File: src/rtl/counter_arbiter.sv
// Round-robin arbiter that lends one W-bit up-counter to N_REQ requesters in turn,
// counting 0..LEN[winner] for the granted client and pulsing DONE on completion.
module counter_arbiter #(
    parameter int unsigned N_REQ = 4,
    parameter int unsigned W     = 8
) (
    input  logic               CLK,
    input  logic               RST_N,
    input  logic [N_REQ-1:0]   REQ,
    input  logic [N_REQ*W-1:0] LEN,
    output logic [N_REQ-1:0]   GNT,
    output logic [N_REQ-1:0]   DONE,
    output logic               BUSY,
    output logic [W-1:0]       COUNT
);

    localparam int unsigned IW = (N_REQ > 1) ? $clog2(N_REQ) : 1;

    typedef enum logic [1:0] {
        IDLE = 2'd0,
        RUN  = 2'd1,
        FIN  = 2'd2
    } state_t;

    state_t            state;
    state_t            state_nxt;
    logic [IW-1:0]     last;
    logic [IW-1:0]     last_nxt;
    logic [W-1:0]      limit;
    logic [W-1:0]      limit_nxt;
    logic [W-1:0]      count_nxt;
    logic [N_REQ-1:0]  gnt_nxt;
    logic [N_REQ-1:0]  done_nxt;
    logic              busy_nxt;

    logic [IW-1:0]     win;
    logic              win_vld;
    logic [W-1:0]      len_arr [N_REQ];

    // Unpack the per-requester length fields.
    for (genvar g = 0; g < int'(N_REQ); g++) begin : g_len
        assign len_arr[g] = LEN[g*W +: W];
    end

    // Round-robin search starting just after the last winner, wrapping modulo N_REQ.
    always_comb begin
        int unsigned   cand;
        logic [IW-1:0] cand_i;
        win     = last;
        win_vld = 1'b0;
        cand    = 0;
        cand_i  = '0;
        for (int unsigned k = 1; k <= N_REQ; k++) begin
            cand = 32'(last) + k;
            if (cand >= N_REQ) begin
                cand = cand - N_REQ;
            end
            cand_i = IW'(cand);
            if (!win_vld && REQ[cand_i]) begin
                win     = cand_i;
                win_vld = 1'b1;
            end
        end
    end

    // Next-state and next-output logic; last doubles as the granted index during RUN.
    always_comb begin
        state_nxt = state;
        last_nxt  = last;
        limit_nxt = limit;
        count_nxt = COUNT;
        gnt_nxt   = GNT;
        done_nxt  = '0;

        case (state)
            IDLE: begin
                gnt_nxt   = '0;
                count_nxt = '0;
                if (win_vld) begin
                    state_nxt = RUN;
                    limit_nxt = len_arr[win];
                    gnt_nxt   = N_REQ'(1) << win;
                    last_nxt  = win;
                end
            end
            RUN: begin
                // Abort wins over completion when both happen in the same cycle.
                if (!REQ[last]) begin
                    state_nxt = IDLE;
                    gnt_nxt   = '0;
                    count_nxt = '0;
                end else if (COUNT == limit) begin
                    state_nxt = FIN;
                    gnt_nxt   = '0;
                    done_nxt  = N_REQ'(1) << last;
                end else begin
                    count_nxt = COUNT + W'(1);
                end
            end
            FIN: begin
                state_nxt = IDLE;
                gnt_nxt   = '0;
                count_nxt = '0;
            end
            default: begin
                state_nxt = IDLE;
                gnt_nxt   = '0;
                count_nxt = '0;
            end
        endcase

        busy_nxt = (state_nxt != IDLE);
    end

    // State and registered outputs.
    always_ff @(posedge CLK) begin
        if (!RST_N) begin
            state <= IDLE;
            last  <= IW'(N_REQ - 1);
            limit <= '0;
            COUNT <= '0;
            GNT   <= '0;
            DONE  <= '0;
            BUSY  <= 1'b0;
        end else begin
            state <= state_nxt;
            last  <= last_nxt;
            limit <= limit_nxt;
            COUNT <= count_nxt;
            GNT   <= gnt_nxt;
            DONE  <= done_nxt;
            BUSY  <= busy_nxt;
        end
    end

endmodule

File: config.mk
export PLATFORM = sky130hd
export DESIGN_NAME = counter_arbiter
export DESIGN_NICKNAME = d
export VERILOG_FILES = /design/src/rtl/counter_arbiter.sv
export SDC_FILE = /design/constraint.sdc
export NUM_CORES = 1
export LEC_CHECK = 0
export CELL_PAD_IN_SITES_DETAIL_PLACEMENT = 1
export CELL_PAD_IN_SITES_GLOBAL_PLACEMENT = 1
export CORE_ASPECT_RATIO = 0.6
export CORE_MARGIN = 3
export CORE_UTILIZATION = 36
export DETAILED_ROUTE_END_ITERATION = 16
export PLACE_DENSITY = 0.91
export SLEW_MARGIN = 40
export SYNTH_ARGS = -nofsm -noshare
export SYNTH_HDL_FRONTEND = slang
export SYNTH_SLANG_ARGS = --single-unit
File: constraint.sdc
create_clock -name CLK -period 2.6 [get_ports CLK]
set_input_delay 0.52 -clock CLK [delete_from_list [all_inputs] [get_ports CLK]]
set_output_delay 0.52 -clock CLK [all_outputs]
set_load 0.01 [all_outputs]
**Yosys cells after proc, flatten, opt, wreduce, memory -nomap -nowiden**

Index checks and enable logic that the tools add are counted.

- Register bits: 29
- Bits in latches: 0
- RAM bits: 0
- Memory bits (read-only): 0
- Bits of input ports: 38
- Output and inout port bits: 17
- Memories kept: 0

- $add $sub $neg: 9
- Multiply operators: 0
- Divide/modulo/power cells: 0
- Order comparisons: 10
- Equal/unequal tests: 3
- Shifts and indexed selects: 2
- Multiplexer cells: 33
- Bitwise gates (word level): 1
- Reduce and logical (&&, ||, !) cells: 11

Operators by type and width:

| operator | count |
|---|---|
| $mux 2 | 11 |
| $bmux 8 s2 | 1 |
| $mux 8 | 2 |
| $lt 2x3->1 const B | 5 |
| $ge 3x3->1 const B | 4 |
| $mux 4 | 3 |
| $bmux 1 s2 | 5 |
| $mux 1 | 9 |
| $add 8x1->8 const B | 1 |
| $eq 8x8->1 | 1 |
| $pmux 4 s2 | 1 |
| $shl 1x2->4 const A | 2 |
| $sub 2x1->2 const B | 4 |
| $add 2x2->3 const B | 2 |
| $add 2x3->4 const B | 1 |
| $ge 4x3->1 const B | 1 |
| $pmux 2 s2 | 1 |
| $reduce_and 4->1 | 1 |
| $add 2x1->3 const B | 1 |
| $logic_and 1x1->1 | 3 |
| $logic_not 1->1 | 3 |
| $ne 3x3->1 const B | 1 |
| $not 2->3 | 1 |
| $reduce_and 3->1 | 1 |
| 4 further kinds | 4 |

**Depth between registers and ports, before layout**

- Word-level depth: 19
- Mapped depth: 7
- Depth with buffers taken out: 6

**Worst setup path after synthesis**

Ideal clock, no wire load.

- Path type: input port to flip-flop
- Start point: input REQ[0]
- End point: register limit[7]
- Library setup time: 122 ps
- Arrival: 1708 ps
- Required time: 2478 ps
- Path slack: 770 ps
- Stages on the path: 6
- Cells stage by stage: o21a_1 -> o21ai_2 -> nand2_4 -> buf_6 -> mux2_4 -> a221o_1

- Longest elaborated chain between the ends: 16

RTL lines:

| item | line | text |
|---|---|---|
| from (decl) | 9 | `input logic [N_REQ-1:0] REQ,` |
| $bmux 1 s2 | 59 | `if (!win_vld && REQ[cand_i]) begin` |
| $mux 1 (not written as such) | 59 |  |
| $mux 1 | 59 |  |
| $logic_not 1->1 | 59 |  |
| $logic_and 1x1->1 | 59 |  |
| $mux 1 | 59 |  |
| $logic_not 1->1 | 59 |  |
| $logic_and 1x1->1 | 59 |  |
| $mux 1 | 59 |  |
| $logic_not 1->1 | 59 |  |
| $logic_and 1x1->1 | 59 |  |
| $mux 2 | 59 |  |
| $not 2->3 (not written as such) | 81 | `limit_nxt = len_arr[win];` |
| $bmux 8 s2 | 81 |  |
| $mux 8 (not written as such) (2 in series) | 81 |  |
| to (signal assigned) | 128 | `limit <= limit_nxt;` |
| to (decl) | 29 | `logic [W-1:0] limit;` |

Parallel ways exist; a longest one is shown, timed or not. The select of a mux whose other input is x is not followed.
A chain may end at the register's enable or synchronous reset.

**Worst setup path in the final report**

- Start point: input REQ[3]
- End point: register limit[4]

The elaborated chain is that of the path after synthesis.

==> run metrics <==
CP Launch Type=input port; clk sink count=29; Syn Std Cell Area=0.00159 mm^2; drt wl/cell=16.4 um; Max H-tree Level=2; Switch Pwr=0.000547 W; cts bufs inserted=5; initial antenna violation count=0; VDD IR max=317 uV; most common cell in the synthesized netlist=dfxtp_1; reg2reg setup slack=0.55 ns; achievable frequency=441 MHz; Setup CP Type=input port to flop; RSZ-0062 raised after global routing=no; CTS tree=done; Yosys top cell area share=36.6%; max-cap violations=0; final hold vios=0; vias in the first global route=1480; Detail Placement HPWL=3450 um; Worst-Margin Slew=0.508 ns; Slew Limit Fails=0; GRT Util Overall=17.7%; cts-stage hold buffer count=0; Sw Share=32.9%; Slowest-stage cell, CP=clkdlybuf4s50_1; WHS Path Cells=1; Area Overhead vs Synth=45.5%; Pleak=0.938 nW; P_int=0.00112 W; first-pass GRT wire length=7250 um; min-delay worst type=flop to flop; Post-DRT Antenna Nets=0; combinational share of power=35.9%; post-layout min period=2.27 ns; RD Place Congestion=0.788; register area share after synthesis=36.6%; Avg Cell Area, Syn=10.3 um^2; Core Area=0.00417 mm^2; Worst Path Arrival=2.44 ns; Synthesized Nets=193; setup_tns=0 ns; max_slew headroom=65.9%; Cell variety after synth=40; Iter 0 DRT Violations=68; Clock Path Buffers=2; initial cell density of the core=38.1%; io pins=55; Setup Viol. Count Final=0; Tot Pwr=0.00166 W; FP Rows=18; root buf cell=clkbuf_8; largest net degree at the start of global routing=19; Pre-antenna DRT Iters=5; vias per std cell=5.07; CTS clk-pin slew, worst paths=0.07 ns; Critical Path RT=2.77 ns; max incr delay on CP=0.59 ns; Die Y=57.4 um; Period Utilization, post-route=87.1%; outcome=finished clean; clock latency on the worst-skew pair=0.29 ns; postcts setup bufs=0; Yosys warnings=0; power share of the clock group=29.9%; crit path capture type=flop; Synth Flop Type=dfxtp_1; CTS resizes=0; Synth area leader=dfxtp_1; Buffers on Ports=54; flops & latches, synth=29; synthesized netlist cell count=154; Final Net Count=253; Sequential Power Share=34.2%; Worst Clk Skew=0.00223 ns; die area=0.00527 mm^2; Die W=91.7 um; power density over the cells=720 mW/mm^2; Synth async-reset ratio=0%; Max Fanout on Critical Path=18; Critical Path, Cell by Cell=clkdlybuf4s50_1, nand2_2, a31oi_2, nand2_4, mux2_2, a221o_1; drt total wl=4510 um; largest cells by area after synthesis=dfxtp_1 37%, mux2_4 7.6%, mux2_2 5.7%; number of synthesized flops with an enable pin=0; share of layout cells above drive strength 1=18.6%; vias=1393; R2R depth=5; total grt overflow=0; most frequent cells after synthesis=29 x dfxtp_1, 13 x nor2_1, 11 x and3_1; DRC viols=0; Ant. Diodes=0
[flip-flops by register name, indices dropped and copies added (netlist names)]
signal	cells
COUNT	8
BUSY	1
DONE	4
GNT	4
limit	8
state	2
last	2
[area by class of cell]
| class | instances | area [um^2] |
|---|---|---|
| fill | 473 | 1860 |
| multi-input combinational | 117 | 953 |
| sequential | 29 | 581 |
| timing repair buffer | 59 | 578 |
| clock buffer | 7 | 86.3 |
| tap | 60 | 75.1 |
| clock inverter | 1 | 30.0 |
| inverter | 2 | 7.51 |
[power groups by stage]
stage / Combinational [W] / Clock (W) / Sequential [W]
6_report: 0.000597 / 0.000497 / 0.000570
5_1_grt: 0.000647 / 0.000524 / 0.000579
4_1_cts: 0.000600 / 0.000498 / 0.000569
3_5_place_dp: 0.000591 / 0 / 0.000578
3_3_place_gp: 0.000563 / 0 / 0.000574
2_1_floorplan: 0.000434 / 0 / 0.000553
[critical path, delay by kind of cell]
kind,cells,cell delay [ns]
mux,1,0.33
buf+inv,1,0.59
simple gates,2,0.33
compound gates,2,0.66
[worst paths after layout]
| kind | startpoint | to |
|---|---|---|
| worst max-delay path | REQ[3] | limit[4] |
| worst min-delay path | GNT[2] | GNT[2] |
| worst max register to register | last[1] | limit[4] |
| worst min register to register | GNT[2] | GNT[2] |
[metal layers]
layer	wire, um	vias to the layer above	track usage, %	share of wire [%]
met3	266	6	5.40	5.9
met2	2030	44	26.9	45
met1	2180	652	24.6	48
met4	38	0	4.44	0.84
li1	-	691	-	-
met5	0	-	0	0
[cells by family (layout without fill, tap and decap cells)]
| group | after synthesis | after routing | share of synthesized area, % |
|---|---|---|---|
| xor gates and xnor gates | 15 | 15 | 8.27 |
| AOI/OAI and AO/OA | 30 | 30 | 16.2 |
| DFF | 29 | 29 | 36.6 |
| and+or+nand+nor | 54 | 54 | 19.9 |
| buffers and inverters | 8 | 69 | 3.39 |
| muxes | 17 | 17 | 14.9 |
| adders and majority gates | 1 | 1 | 0.788 |
[per-stage QoR]
| stage | area, um^2 | cells | hold slack, ns | setup slack [ns] | util [%] |
|---|---|---|---|---|---|
| floorplan | 1590 | 154 | 0.461 | 0.770 | - |
| global route | 2310 | 275 | 0.542 | 0.229 | 55.5 |
| detailed placement | 2190 | 267 | 0.491 | 0.0380 | 52.7 |
| CTS | 2310 | 275 | 0.508 | 0.326 | 55.5 |
| global placement | 2190 | 267 | 0.472 | 0.135 | 52.7 |
| finish | 2310 | 275 | 0.506 | 0.335 | 55.5 |
[cell usage in the layout, fill, tap and decap left out, types with 5 or more instances in the layout]
cell type | synthesis | layout
a21oi_1 | 7 | 7
dfxtp_1 | 29 | 29
a221o_1 | 8 | 8
nor2_1 | 13 | 13
nand2_1 | 9 | 9
xnor2_1 | 7 | 7
mux2_4 | 8 | 8
and3_1 | 11 | 11
mux2_2 | 8 | 8
xor2_1 | 8 | 8
clkdlybuf4s50_1 | 0 | 54
clkbuf_8 | 0 | 6
buf_4 | 2 | 5
No activity file was read; power rests on OpenSTA's default activity.
